<file path="config.mk">
export PLATFORM = sky130hd
export DESIGN_NAME = mpa_mips_reg_wb
export DESIGN_NICKNAME = d
export VERILOG_FILES = /design/src/rtl/mpa_mips_reg_wb.sv
export SDC_FILE = /design/constraint.sdc
export NUM_CORES = 1
export LEC_CHECK = 0
export BUFFER_PORTS_ARGS = -buffer_cell sky130_fd_sc_hd__buf_4
export CORE_MARGIN = 3
export CORE_UTILIZATION = 40
export DETAILED_ROUTE_END_ITERATION = 12
export PLACE_DENSITY = 0.69
export SYNTH_ARGS = -nofsm -noshare
export SYNTH_HDL_FRONTEND = slang
export SYNTH_SLANG_ARGS = --single-unit
</file>
<file path="constraint.sdc">
create_clock -name CLK -period 8.55 [get_ports CLK]
set_clock_uncertainty 0.2 [all_clocks]
set_input_delay 1.2825 -clock CLK [delete_from_list [all_inputs] [get_ports CLK]]
set_output_delay 1.2825 -clock CLK [all_outputs]
set_load 0.01 [all_outputs]
</file>
<file path="src/rtl/mpa_mips_reg_wb.sv">
// Writeback queue: round-robin ALU/LSU grants into a FIFO, one register-file write per cycle, commit one edge after accept.
// READY drops only when full (a same-cycle pop frees nothing); MPA_WB_FWD_EN forwards pending data, else HAZn flags stalls.
module mpa_mips_reg_wb #(
   parameter int DEPTH = 4
) (
   input  logic                       CLK,
   input  logic                       HW_RSTn,
   input  logic                       ALU_VALID,
   output logic                       ALU_READY,
   input  logic [4:0]                 ALU_ADDR,
   input  logic [31:0]                ALU_DATA,
   input  logic                       LSU_VALID,
   output logic                       LSU_READY,
   input  logic [4:0]                 LSU_ADDR,
   input  logic [31:0]                LSU_DATA,
   input  logic                       RF_HOLD,
   output logic [4:0]                 RF_A2,
   output logic [31:0]                RF_DIN,
   output logic                       RF_WE,
   input  logic [4:0]                 RD_A0,
   input  logic [4:0]                 RD_A1,
   input  logic [31:0]                RF_DOUT0,
   input  logic [31:0]                RF_DOUT1,
   output logic [31:0]                OP0,
   output logic [31:0]                OP1,
   output logic                       HAZ0,
   output logic                       HAZ1,
   output logic [$clog2(DEPTH):0]     PEND_CNT
);
   localparam int PW = $clog2(DEPTH);
   localparam int CW = PW + 1;

   typedef struct packed {
      logic [4:0]  addr;
      logic [31:0] data;
   } wb_t;

   wb_t           q [DEPTH];
   logic [PW-1:0] wr_ptr;
   logic [PW-1:0] rd_ptr;
   logic [CW-1:0] cnt;
   logic          rr_lsu;
   logic          not_full;
   logic          empty;
   logic          push;
   logic          pop;
   wb_t           win;

   assign not_full  = cnt < CW'(DEPTH);
   assign empty     = (cnt == '0);
   assign ALU_READY = not_full & ALU_VALID & (~LSU_VALID | ~rr_lsu);
   assign LSU_READY = not_full & LSU_VALID & (~ALU_VALID | rr_lsu);
   assign win       = ALU_READY ? {ALU_ADDR, ALU_DATA} : {LSU_ADDR, LSU_DATA};
   // r0 writes complete the handshake but never occupy a slot
   assign push      = (ALU_READY | LSU_READY) & (win.addr != 5'd0);
   assign RF_WE     = ~empty & ~RF_HOLD;
   assign pop       = RF_WE;
   assign RF_A2     = empty ? 5'd0 : q[rd_ptr].addr;
   assign RF_DIN    = empty ? 32'd0 : q[rd_ptr].data;
   assign PEND_CNT  = cnt;

   always_ff @(posedge CLK or negedge HW_RSTn) begin
      if (!HW_RSTn) begin
         wr_ptr <= '0;
         rd_ptr <= '0;
         cnt    <= '0;
         rr_lsu <= 1'b0;
      end else begin
         if (push) wr_ptr <= wr_ptr + PW'(1);
         if (pop)  rd_ptr <= rd_ptr + PW'(1);
         case ({push, pop})
            2'b10:   cnt <= cnt + CW'(1);
            2'b01:   cnt <= cnt - CW'(1);
            default: cnt <= cnt;
         endcase
         if (ALU_VALID && LSU_VALID && not_full) rr_lsu <= ~rr_lsu;
      end
   end

   always_ff @(posedge CLK) begin
      if (push) q[wr_ptr] <= win;
   end

   logic hit0;
   logic hit1;
`ifdef MPA_WB_FWD_EN
   logic [31:0] fwd0;
   logic [31:0] fwd1;
`endif

   // Scan oldest to youngest so the last match is the youngest entry
   always_comb begin
      logic [PW-1:0] idx;
      hit0 = 1'b0;
      hit1 = 1'b0;
`ifdef MPA_WB_FWD_EN
      fwd0 = 32'd0;
      fwd1 = 32'd0;
`endif
      for (int k = 0; k < DEPTH; k++) begin
         idx = rd_ptr + PW'(k);
         if (CW'(k) < cnt) begin
            if (q[idx].addr == RD_A0) begin
               hit0 = 1'b1;
`ifdef MPA_WB_FWD_EN
               fwd0 = q[idx].data;
`endif
            end
            if (q[idx].addr == RD_A1) begin
               hit1 = 1'b1;
`ifdef MPA_WB_FWD_EN
               fwd1 = q[idx].data;
`endif
            end
         end
      end
   end

`ifdef MPA_WB_FWD_EN
   assign OP0  = (RD_A0 == 5'd0) ? 32'd0 : (hit0 ? fwd0 : RF_DOUT0);
   assign OP1  = (RD_A1 == 5'd0) ? 32'd0 : (hit1 ? fwd1 : RF_DOUT1);
   assign HAZ0 = 1'b0;
   assign HAZ1 = 1'b0;
`else
   assign OP0  = (RD_A0 == 5'd0) ? 32'd0 : RF_DOUT0;
   assign OP1  = (RD_A1 == 5'd0) ? 32'd0 : RF_DOUT1;
   assign HAZ0 = (RD_A0 != 5'd0) & hit0;
   assign HAZ1 = (RD_A1 != 5'd0) & hit1;
`endif

endmodule

</file>
==> results.tsv, run 1 <==
metric	value	unit
synth_edf_count	148	
synthFlopType	edfxtp_1	
grt_first_pass_wirelength	31.70	mm
drv_slew	0	
vias	5371	
timing.fmax	195.3	MHz
cts_tree	built	
p_leak	4.226	nW
rsz0062_at_grt	false	
met1_usage	20.86	%
place_area	10300	um^2
grt_max_degree	39	
ioPinCount	262	
slowest_delay	0.96	ns
clk_path_buf_depth	2	
antenna_found_initial	0	
cts.sinks	156	
synthesis.area	8128	um^2
grt-busiest-layer	met2	
total_power	0.003402	W
first_pass_iters	4	
num-nets-final	945	
post-route-drc-count	0	
syn-num-nets	698	
fp.dieArea	22070	um^2
htreeDepth	4	
start_kind	input pin	
setup_violations	0	
rows	51	
wirelength	21.55	mm
synth_area_leader_cell	edfxtp_1	
start_util	41.22	%
grtUsageMet3	4.174	%
postSynth.asyncResetShare	5.128	%
core	19720	um^2
grt_use_met2	35.53	%
clk_pin_slew	0.06	ns
hpwl	15.46	mm
grt_pass1_vias	5699	
crit_required	7.07	ns
synth-seq-area-share	57.14	%
post-cts-setup-buffers	0	
track_usage	19.00	%
drv_cap	0	
path_cells	buf_4 -> or4_1 -> nor2_2 -> nand3b_1 -> o21ai_0 -> a211o_1 -> buf_4	
end_kind	output port	
crit_top_cell	buf_4	
place_congestion	0.9289	
finalHoldViolCount	0	
avgViaCountPerCell	5.062	
drt_iter0_markers	171	
layout-drive-gt1-share	50.13	%
die_w	148.5	um
synth_top_area_share	54.68	%
final_area	10860	um^2
ys_seq_elements	156	
routedWlPerCell	20.31	um
netlist-cell-type-count	44	
min_path_type	register to register	
cts_made_buffers	17	
hold_buffers	0	
syn_area_per_cell	15.16	um^2
yosys_warnings	0	
syn_to_final_growth	33.65	%
maxSlewHeadroom	14.09	%
cts.repair.resized	0	
critPathMaxFanout	36	
post-route-period-util	59.88	%
min_period	5.120	ns
synth.area.top_cells	edfxtp_1 55%, mux4_2 11%, nor2b_1 7.8%, mux2_2 6.5%, xnor2_1 3.3%	
insertion_delay	0.41	ns
syn_inst	536	
setup-tns-final	0	ns
grt_overflow	0	
dieHeight	148.5	um
ir_drop	158.2	uV
tightest_slew	1.287	ns
antennaDiodeCount	0	
drtAntennaViolNets	0	
io_buffers	261	
root_buffer	clkbuf_16	
power.density	313.1	nW/um^2
status	finished clean	
critPathKind	input pin to output port	
cpMaxStageDelayCell	nor2_2	
critPathArrivalTime	3.64	ns
==> path summary, 6_finish.rpt <==
kind                                    startpoint                       to  slack, ns  cells past startpoint
setup reg to reg           PEND_CNT[2]$_DFFE_PN0P_       q[3][36]$_DFFE_PP_       4.96                      6
setup / recovery                          RD_A1[1]                     HAZ1       3.43                      7
hold / removal                  rr_lsu$_DFFE_PN0P_       rr_lsu$_DFFE_PN0P_       0.36                      1
max in group asynchronous                  HW_RSTn    rd_ptr[0]$_DFFE_PN0P_       7.52                      1
min in group asynchronous                  HW_RSTn  PEND_CNT[1]$_DFFE_PN0P_       0.48                      1
hold reg to reg                 rr_lsu$_DFFE_PN0P_       rr_lsu$_DFFE_PN0P_       0.36                      1
==> flip-flops by register name, indices dropped and copies added (netlist names) <==
name	count
rr_lsu	1
q	148
PEND_CNT	3
wr_ptr	2
rd_ptr	2
==> cells in the final DEF (no fill, tap or decap), types with 2 or more instances in the layout <==
cell type | netlist | routed
o21ai_0 | 3 | 3
clkinvlp_4 | 0 | 2
nor2_1 | 11 | 9
buf_4 | 1 | 264
nor4_1 | 3 | 3
a21oi_1 | 4 | 4
xnor2_1 | 31 | 31
nand3_1 | 2 | 2
edfxtp_1 | 148 | 148
a31oi_1 | 2 | 2
nand4_1 | 4 | 4
mux2_2 | 47 | 47
mux4_2 | 40 | 40
mux2i_1 | 22 | 22
dfrtp_1 | 8 | 6
clkbuf_16 | 0 | 17
nor3_1 | 4 | 4
inv_1 | 8 | 8
nand2_1 | 7 | 7
nor2b_1 | 101 | 100
xor2_1 | 22 | 22
ha_1 | 9 | 9
nor2_2 | 0 | 2
clkinv_4 | 0 | 4
and2_2 | 0 | 4
inv_6 | 0 | 6
or4_1 | 2 | 2
==> power by group <==
group | internal (W) | leakage, nW | switching, W | total [W]
clock | 0.000382 | 0.268 | 0.000314 | 0.000695
combinational | 0.000771 | 2.52 | 0.000746 | 0.00152
sequential | 0.00106 | 1.44 | 0.000128 | 0.00119
==> cell usage after synthesis (all sizes together), types with 2 or more instances <==
cell,n
o21ai,3
nand3,2
nor4,3
inv,9
edfxtp,148
ha,9
or4,3
nor2,11
xor2,22
a31oi,2
clkbuf,19
dfrtp,8
nand2,7
mux2i,24
nor2b,101
nor3,4
nand4,4
and2,4
xnor2,32
mux4,40
a21oi,4
mux2,48
buf,17
==> layer usage <==
metal	routed length, um	part of all wire (%)
met1	7893	37
met2	11360	53
met3	1621	7.5
met4	667	3.1
met5	0	0
==> worst max-delay path: cells and delay by family <==
| family | cells | cell delay (ns) |
|---|---|---|
| buffers and inverters | 2 | 0.31 |
| AND/OR/NAND/NOR | 3 | 1.71 |
| AO/OA/AOI/OAI | 2 | 0.33 |
==> area by class of cell <==
class | instances | area, um^2
inverters | 9 | 33.78
clock inverters | 15 | 133.9
clock buffers | 17 | 425.4
fillers | 1618 | 8855
well taps | 265 | 331.6
flip-flops and latches | 156 | 4649
multi-input cells | 335 | 3307
repair buffers | 264 | 1982
==> cell families after synthesis <==
logic type	count (synthesis)	synth area share, %
fa+ha+maj	9	1.385
compound gates	18	1.693
simple gates	142	10.45
flops	156	57.14
xor+xnor	54	5.911
mux	112	20.94
buf+inv	45	2.478
==> per-stage QoR <==
step	util, %	cells	setup WS, ns	hold WS, ns
finish	55.09	1061	3.430	0.3633
global route	55.09	1061	3.220	0.3748
CTS	55.09	1061	3.434	0.3559
detailed placement	52.26	1029	3.447	0.3463
global placement	52.26	1029	3.494	0.3387
floorplan	-	536	4.295	0.2848
Power figures use the tool's default switching activity.
==> inputs of run 2 (changes only) <==
--- a/config.mk
+++ b/config.mk
@@ -9,7 +9,7 @@
 export CORE_MARGIN = 3
 export CORE_UTILIZATION = 40
 export DETAILED_ROUTE_END_ITERATION = 12
-export PLACE_DENSITY = 0.69
+export PLACE_DENSITY = 0.72
 export SYNTH_ARGS = -nofsm -noshare
 export SYNTH_HDL_FRONTEND = slang
 export SYNTH_SLANG_ARGS = --single-unit
==> constraint.sdc (replaced) <==
create_clock -name CLK -period 4.11 [get_ports CLK]
set_clock_uncertainty 0.2 [all_clocks]
set_input_delay 0.6165 -clock CLK [delete_from_list [all_inputs] [get_ports CLK]]
set_output_delay 0.6165 -clock CLK [all_outputs]
set_load 0.01 [all_outputs]
==> run 2 against run 1 <==
Effect of this change:
- sequential cell count stayed put
- non-clock buffer count is 12 higher
- cell count is 1.1% higher
- sequential power is 110% higher
- wire length is 5.5% higher
- combinational power is 120% higher
- sequential share of layout area is 0.76 points lower
- die area stayed put
- worst hold slack worse by 0.045 ns
- register-to-register slack worse by 4.1 ns
==> results.tsv, run 2 (synthesis results as in run 1) <==
metric	value	unit
status	finished clean	
die_w	148.5	um
syn_to_final_growth	36.07	%
r2r_slack	0.89	ns
root_buffer	clkbuf_16	
antennaDiodeCount	0	
post-route-period-util	93.60	%
critPathKind	register to output port	
grt_max_degree	33	
cts.repair.resized	0	
avgViaCountPerCell	5.116	
drv_cap	0	
drv_slew	0	
end_kind	output port	
regMostFlops	q	
maxSlewHeadroom	61.03	%
ioPinCount	262	
cts_tree	built	
whs_path_depth	3	
core	19720	um^2
post-route-drc-count	0	
antenna_found_initial	0	
cts_made_buffers	17	
post-cts-setup-buffers	0	
reg2reg_depth	7	
min_path_type	input pin to register	
p_leak	4.318	nW
start_util	41.22	%
largest_reg_flops	148	
timing.fmax	260.0	MHz
cts.sinks	156	
crit_required	3.29	ns
start_kind	register	
critical_path.reg2reg.endpoint	q[0][18]$_DFFE_PP_	
layout-drive-gt1-share	50.74	%
critPathArrivalTime	3.03	ns
place_ws	0.6582	ns
clk_pin_slew	0.06	ns
insertion_delay	0.41	ns
setup-tns-final	0	ns
wirelength	22.72	mm
vias	5490	
setup_slack	0.2631	ns
clk_path_buf_depth	2	
grt_overflow	0	
routedWlPerCell	21.18	um
min_period	3.847	ns
drtAntennaViolNets	0	
rsz0062_at_grt	false	
r2r-start	PEND_CNT[2]$_DFFE_PN0P_	
num-nets-final	957	
hpwl	17.35	mm
hold_start	ALU_VALID	
rows	51	
finalHoldViolCount	0	
place_congestion	0.9570	
critPathMaxFanout	21	
ir_drop	450.7	uV
hold_end	rr_lsu$_DFFE_PN0P_	
track_usage	20.48	%
drt_iter0_markers	278	
htreeDepth	4	
grt_pass1_vias	5771	
power.density	664.5	nW/um^2
hold_buffers	1	
layout_commonest_cell	buf_4	
most-common-layout-cells	271 x buf_4, 148 x edfxtp_1, 100 x nor2b_1, 47 x mux2_2, 40 x mux4_2	
dieHeight	148.5	um
setup_violations	0	
tightest_slew	0.5845	ns
io_buffers	261	
grt_first_pass_wirelength	33.71	mm
first_pass_iters	5	
fp.dieArea	22070	um^2
==> run 2: cell types whose count changed in the layout (fill, tap and decap cells not counted), moves of 2 or more <==
| cell | previous run | this run |
|---|---|---|
| bufinv_16 | 0 | 3 |
| clkinvlp_4 | 2 | 4 |
| buf_12 | 0 | 4 |
| clkinv_4 | 4 | 1 |
| buf_4 | 264 | 271 |
==> run 2: layout make-up <==
| class | instances | area (um^2) |
|---|---|---|
| clock buffers | 17 | 425.4 |
| clock inverters | 15 | 187.7 |
| multi-input cells | 335 | 3307 |
| flip-flops and latches | 156 | 4649 |
| well taps | 265 | 331.6 |
| repair buffers | 276 | 2125 |
| inverters | 9 | 33.78 |
| fillers | 1566 | 8658 |
==> run 2: how the worst max path moves through the flow <==
stage / from / end / slack [ns] / cells after the start
6_report: rd_ptr[1]$_DFFE_PN0P_ / HAZ0 / 0.26 / 8
2_1_floorplan: LSU_VALID / q[0][0]$_DFFE_PP_ / 1.0 / 6
5_1_grt: rd_ptr[1]$_DFFE_PN0P_ / HAZ0 / 0.007 / 8
3_3_place_gp: LSU_VALID / q[0][17]$_DFFE_PP_ / 0.73 / 8
3_5_place_dp: LSU_VALID / q[0][17]$_DFFE_PP_ / 0.66 / 8
4_1_cts: rd_ptr[1]$_DFFE_PN0P_ / HAZ0 / 0.21 / 8
==> run 2: critical path: stages (launching register included) <==
cell	delay, ns
dfrtp_2	0.72
buf_4	0.34
mux2i_1	0.40
mux2i_1	0.15
xor2_1	0.16
nor4_1	0.26
a31oi_1	0.14
a21oi_1	0.28
buf_4	0.17
==> run 2: power by group <==
group	internal [W]	switching (W)
Combinational	0.00167	0.00163
Sequential	0.00220	0.000249
Clock	0.000967	0.000633
==> run 2: layer usage <==
metal  share of wire [%]  GRT usage (%)  vias to the layer above
met1                  35          22.51                     2684
met2                  53          37.08                      257
met3                 7.1          4.692                       36
li1                    -              -                     2513
met5                   0              0                        -
met4                 4.6          10.25                        0
==> run 2: metrics by stage <==
stage	cells	total power, W	cell area, um^2	utilization, %	hold slack [ns]
floorplan	536	0.004486	8128	-	0.1209
global placement	1040	0.005766	10440	52.93	0.2441
detailed placement	1040	0.005813	10440	52.93	0.2450
CTS	1073	0.007439	11060	56.09	0.2947
global route	1073	0.007756	11060	56.09	0.2990
finish	1073	0.007349	11060	56.09	0.3185
